File: src/rtl/serial_paralelo_rx_pkg.sv
// Shared PHY lane definitions: comma byte, default lock threshold and the
// rx alignment state encoding (also used by the transmitter bench checker).
package serial_paralelo_rx_pkg;

  localparam logic [7:0] COMMA_BYTE      = 8'hBC;
  localparam int         SYNC_BC_DEFAULT = 4;

  // 2-bit encoding; value 3 is unused and recovers to SEARCH.
  typedef enum logic [1:0] {
    SEARCH = 2'd0,
    SYNC   = 2'd1,
    ACTIVE = 2'd2
  } rx_state_e;

endpackage

File: src/rtl/serial_paralelo_rx.sv
// Serial-to-parallel lane receiver. Hunts for the comma byte at any bit
// alignment, locks after SYNC_BC aligned commas, then presents each
// recovered non-comma byte with a valid flag and a byte-boundary strobe.
module serial_paralelo_rx
  import serial_paralelo_rx_pkg::*;
#(
  parameter logic [7:0] COMMA   = COMMA_BYTE,
  parameter int         SYNC_BC = SYNC_BC_DEFAULT
) (
  input  logic       clk_32f,
  input  logic       reset,
  input  logic       data_in,
  output logic [7:0] data_out,
  output logic       valid_out,
  output logic       byte_strobe,
  output logic       active
);

  // Lock threshold widened so bc_cnt+1 can be compared without overflow.
  localparam logic [4:0] SYNC_TGT = 5'(SYNC_BC);

  rx_state_e  state;
  logic [7:0] sr;
  logic [2:0] bit_cnt;
  logic [3:0] bc_cnt;

  logic [7:0] next_sr;
  logic       is_comma;
  logic       boundary;
  logic [4:0] bc_inc;

  // Decisions look at the shift register including the bit sampled this edge.
  always_comb begin
    next_sr  = {sr[6:0], data_in};
    is_comma = (next_sr == COMMA);
    boundary = (bit_cnt == 3'd7);
    bc_inc   = {1'b0, bc_cnt} + 5'd1;
  end

  // Alignment FSM with registered outputs.
  always_ff @(posedge clk_32f or posedge reset) begin
    if (reset) begin
      state       <= SEARCH;
      sr          <= '0;
      bit_cnt     <= '0;
      bc_cnt      <= '0;
      data_out    <= '0;
      valid_out   <= 1'b0;
      byte_strobe <= 1'b0;
      active      <= 1'b0;
    end else begin
      sr          <= next_sr;
      byte_strobe <= 1'b0;
      case (state)
        SEARCH: begin
          // Bit position is meaningless until a comma defines the alignment.
          if (is_comma) begin
            bit_cnt <= '0;
            bc_cnt  <= 4'd1;
            if (SYNC_TGT == 5'd1) begin
              state  <= ACTIVE;
              active <= 1'b1;
            end else begin
              state <= SYNC;
            end
          end
        end
        SYNC: begin
          bit_cnt <= bit_cnt + 3'd1;
          if (boundary) begin
            if (is_comma) begin
              if (bc_cnt != 4'hF) bc_cnt <= bc_inc[3:0];
              if (bc_inc == SYNC_TGT) begin
                state  <= ACTIVE;
                active <= 1'b1;
              end
            end else begin
              // Lost alignment: resume hunting at every bit offset.
              state  <= SEARCH;
              bc_cnt <= '0;
            end
          end
        end
        ACTIVE: begin
          bit_cnt <= bit_cnt + 3'd1;
          if (boundary) begin
            byte_strobe <= 1'b1;
            if (is_comma) begin
              valid_out <= 1'b0;
            end else begin
              data_out  <= next_sr;
              valid_out <= 1'b1;
            end
          end
        end
        default: begin
          state  <= SEARCH;
          bc_cnt <= '0;
          active <= 1'b0;
        end
      endcase
    end
  end

endmodule

File: config.mk
export PLATFORM = sky130hd
export DESIGN_NAME = serial_paralelo_rx
export DESIGN_NICKNAME = d
export VERILOG_FILES = /design/src/rtl/serial_paralelo_rx_pkg.sv /design/src/rtl/serial_paralelo_rx.sv
export SDC_FILE = /design/constraint.sdc
export NUM_CORES = 1
export LEC_CHECK = 0
export CAP_MARGIN = 40
export CORE_MARGIN = 4
export CORE_UTILIZATION = 50
export DETAILED_ROUTE_END_ITERATION = 8
export PLACE_DENSITY = 0.72
export SYNTH_ARGS = -nofsm -noshare
export SYNTH_HDL_FRONTEND = slang
export SYNTH_SLANG_ARGS = --single-unit
File: constraint.sdc
create_clock -name clk_32f -period 4.5 [get_ports clk_32f]
set_clock_uncertainty 0.2 [all_clocks]
set_input_delay 1.125 -clock clk_32f [delete_from_list [all_inputs] [get_ports clk_32f]]
set_output_delay 1.125 -clock clk_32f [all_outputs]
set_load 0.005 [all_outputs]
# --- Word-level counts from Yosys, hierarchy flattened ---
# Index checks and enable logic that the tools add are counted.
word_totals:
  wordCells: 54
  regBits: 27
  input_bits: 3
classes:
  eq_ne: 12
  n_reduce_logical: 10
  add_sub_neg: 2
  bitwise_logic: 3
  muxes: 19
ops:
  columns: ["operator", "n"]
  rows:
  - ["$mux 4", 4]
  - ["$pmux 4 s3", 1]
  - ["$reduce_and 4->1", 3]
  - ["$eq 8x8->1 const B", 1]
  - ["$mux 2", 4]
  - ["$ne 2x2->1 const B", 4]
  - ["$mux 1", 6]
  - ["$ne 3x3->1 const B", 2]
  - ["$pmux 2 s3", 1]
  - ["$pmux 3 s2", 1]
  - ["$add 4x1->5 const B", 1]
  - ["$eq 5x3->1 const B", 1]
  - ["$ne 4x4->1 const B", 1]
  - ["$reduce_and 2->1", 2]
  - ["$reduce_or 2->1", 2]
  - ["$add 3x1->3 const B", 1]
  - ["$eq 3x3->1 const B", 1]
  - ["$mux 3", 1]
  - ["$not 1->1", 3]
  - ["$reduce_and 3->1", 1]
  - ["$eq 2x1->1 const B", 1]
  - ["$eq 2x2->1 const B", 1]
  - ["$logic_not 2->1", 1]
  - ["$pmux 1 s2", 1]
  - ["$reduce_bool 2->1", 1]

# --- Logic depth before layout (Yosys ltp) ---
depth:
  word_depth: 6
  mapped_depth: 6

# --- Worst setup path before layout ---
# Ideal clock, no wire load.
synth_path:
  path_type: "input port to flip-flop"
  startpoint: "in data_in"
  endpoint: "reg bit_cnt[0]"
  required_ns: 4.175
  setup_time_ns: 0.125
  path_buffers: 0
  cell_stages: 4
  arrival_time_ns: 2.094
  slack_ns: 2.082
  path_cell_list: "and4bb_1 -> nand2_1 -> a21oi_1 -> mux2_2"
synth_via:
  elab_chain_len: 3
synth_lines:
  columns: ["item", "line_no", "source"]
  rows:
  - ["from (decl)", "serial_paralelo_rx.sv:12", "input logic data_in,"]
  - ["$eq 8x8->1", "serial_paralelo_rx.sv:35", "is_comma = (next_sr == COMMA);"]
  - ["$ne 2x2->1 (no line)", null, null]
  - ["$reduce_and 2->1 (no line)", null, null]
  - ["to (signal assigned)", "serial_paralelo_rx.sv:69", "bit_cnt <= bit_cnt + 3'd1;"]
  - ["to (signal assigned)", "serial_paralelo_rx.sv:85", "bit_cnt <= bit_cnt + 3'd1;"]
  - ["to (decl)", "serial_paralelo_rx.sv:24", "logic [2:0] bit_cnt;"]
# Every way passes these cells.
# A chain may end at the register's enable or synchronous reset.

# --- Worst setup path in the final report ---
# Same ends and word-level chain as after synthesis.

==> metrics <==
outcome=completed; R2R cell count=5; post-synthesis xor/xnor area fraction=0%; Synth Instances=103; Port Buf Inserts=13; Die H=57.80 um; Yosys reg bits=27; startpoint types=input pin; arrival time at the worst endpoint=2740 ps; Syn. warnings=0; sequential share of the synthesized area=54.49%; largest cells by area after synthesis=dfrtp_1 54%, mux2_2 8.2%, ha_1 7.1%; # H-tree levels=1; endpoint class of the critical path=flop; total area of sequential cells=675.6 um2; leak pwr=0.6562 nW; Max Root-Sink Buffers=2; die width=57.80 um; Slew HR=70.09%; synthesized area=1240 um2; Clk Latency, worst-skew pair=330 ps; Routability Congestion=0.9355; vias in the first global route=910; Final #Nets=131; Post-synth EDFFs=0; Netlist cell types=36; final worst-path cycle share=60.28%; Period minus WS final=2713 ps; synth-to-layout area growth=17.76%; Crit Path Max Fanout=4; Most used DFF post-synth=dfrtp_1; count leader, synth=dfrtp_1; async set-reset flop share out of synthesis=100.0%; DR pass1 iterations=4; area share of the leading cell type in the synthesized netlist=54.49%; largest net degree at the start of global routing=20; post-CTS setup buffer count=0; die area=3341 um2; placed cell area=1429 um2; share of cells above drive strength 1=16.67%; Worst EP required=4520 ps; IO Count=14; TritonCTS clock tree=built; via count=864; Worst Tran Pin Value=447.8 ps; Hold Fails Final Rpt=0; initial antenna violation count=0; post-CTS sizing=0; VDD IR max=0.2430 mV; Synthesized Nets=113; first-pass GRT wire length=4.036 mm; Antenna Cells=0; filler cell count=173; Remaining DRCs=0; Synth Area in Adders=7.064%; largest area contributor in the synthesized netlist=dfrtp_1; CTS Buf Count=3; RSZ-0062 raised after global routing=no; Setup CP Type=in -> reg; most frequent cells after synthesis=27 x dfrtp_1, 9 x inv_1, 9 x mux2_2; power density over the cells=282.6 nW/um2; row count=17; post-synthesis simple-gate area fraction=14.83%; # clock sinks=27; via/cell ratio=5.838; Initial Util=54.48%; hold-fix buffers at CTS=0; Final Routed Wirelength=2.225 mm; CTS root buf=clkbuf_4; average size of a mapped cell=12.04 um2; post-DR wirelength/cell=15.03 um; setup TNS=0 ps; Hold Path Depth=0; multi-input logic area=526.8 um2; final antenna-violating net count=0; Final Slew Violations=0; maxcap violations=0; largest family of logic cells by synthesized area=simple AND/OR/NAND/NOR gates; Worst-path clk slew=160 ps; Finish-stage setup viols=0; Placeable Area=2276 um2; mux contribution to synthesized area=9.788%; Final Cell Area=1460 um2; grt ovf=0; initial drt markers=28; worst hold-check path type=reg -> reg; DP Wirelength=1.722 mm; Compound-Gate Fraction of Synth Area=10.80%; Fmax achieved=368.6 MHz; Tot GR Track Use=15.17%
## cells by family (layout without fill, tap and decap cells)
family,count (synthesis),count (layout)
simple gates,29,29
flops,27,27
compound gates,19,19
buf+inv,10,27
mux,11,11
fa+ha+maj,7,7
## where the power goes
group | internal [mW] | switching [mW] | leakage [nW]
Sequential | 0.251 | 0.00778 | 0.353
Combinational | 0.0201 | 0.0236 | 0.285
Clock | 0.0362 | 0.0743 | 0.0183
Total | 0.307 | 0.106 | 0.656
## worst max-delay path: stages
cell and delay, ps:
clkdlybuf4s50_1 460, and4bb_1 290, nand2_1 110, a21oi_1 370, mux2_2 380
## metrics by stage
stage | setup WS, ps | total power [mW] | std cells | utilization, % | hold slack (ps)
final | 1787 | 0.4126 | 148 | 64.16 | 231.9
after global routing | 1702 | 0.4350 | 148 | 64.16 | 254.0
after CTS | 1790 | 0.4159 | 148 | 64.16 | 235.2
after detailed placement | 1438 | 0.3072 | 144 | 62.78 | 204.2
after global placement | 1476 | 0.3023 | 143 | 61.57 | 194.7
after floorplan | 2082 | 0.2915 | 103 | - | 174.5
## layout by cell type (no fill, tap or decap), types with 2 or more instances in the layout
cell type / instances
nand3_1: 3
nor2_2: 2
clkbuf_4: 3
ha_1: 7
a21oi_1: 5
o21ai_0: 2
nor2_1: 2
mux2_2: 9
dfrtp_1: 27
inv_1: 9
clkdlybuf4s50_1: 13
mux2i_1: 2
o211ai_1: 2
a31oi_1: 2
nand2_1: 8
## path summary, 6_finish.rpt
check | slack, ps | start | to
max in group asynchronous | 2780 | reset | data_out[5]
hold reg to reg | 230 | sr[0] | sr[1]
setup reg to reg | 2410 | state[0] | data_out[5]
hold / removal | 230 | sr[0] | sr[1]
setup / recovery | 1790 | data_in | bit_cnt[0]
min in group asynchronous | 890 | reset | bit_cnt[1]
## final cells by class
cell class / instances / share of cell area, %
Clock buffer: 3 / 1.542
Clock inverter: 1 / 0.5998
Inverter: 9 / 2.314
Multi-Input combinational cell: 66 / 36.08
Sequential cell: 27 / 46.27
Tap cell: 28 / 2.399
Timing Repair Buffer: 14 / 10.80
## sequential cells by signal, indices dropped and copies added, names as in the netlist
| register | flops |
|---|---|
| active | 1 |
| bc_cnt | 4 |
| bit_cnt | 3 |
| byte_strobe | 1 |
| data_out | 8 |
| sr | 7 |
| state | 2 |
| valid_out | 1 |
## routing by layer
| layer | vias up | global-route usage, % | part of all wire, % |
|---|---|---|---|
| li1 | 410 | - | - |
| met1 | 427 | 20.37 | 46 |
| met2 | 25 | 24.35 | 48 |
| met3 | 2 | 2.895 | 5.0 |
| met4 | 0 | 5.629 | 0.76 |
| met5 | - | 0 | 0 |
No activity file was read; power rests on OpenSTA's default activity.
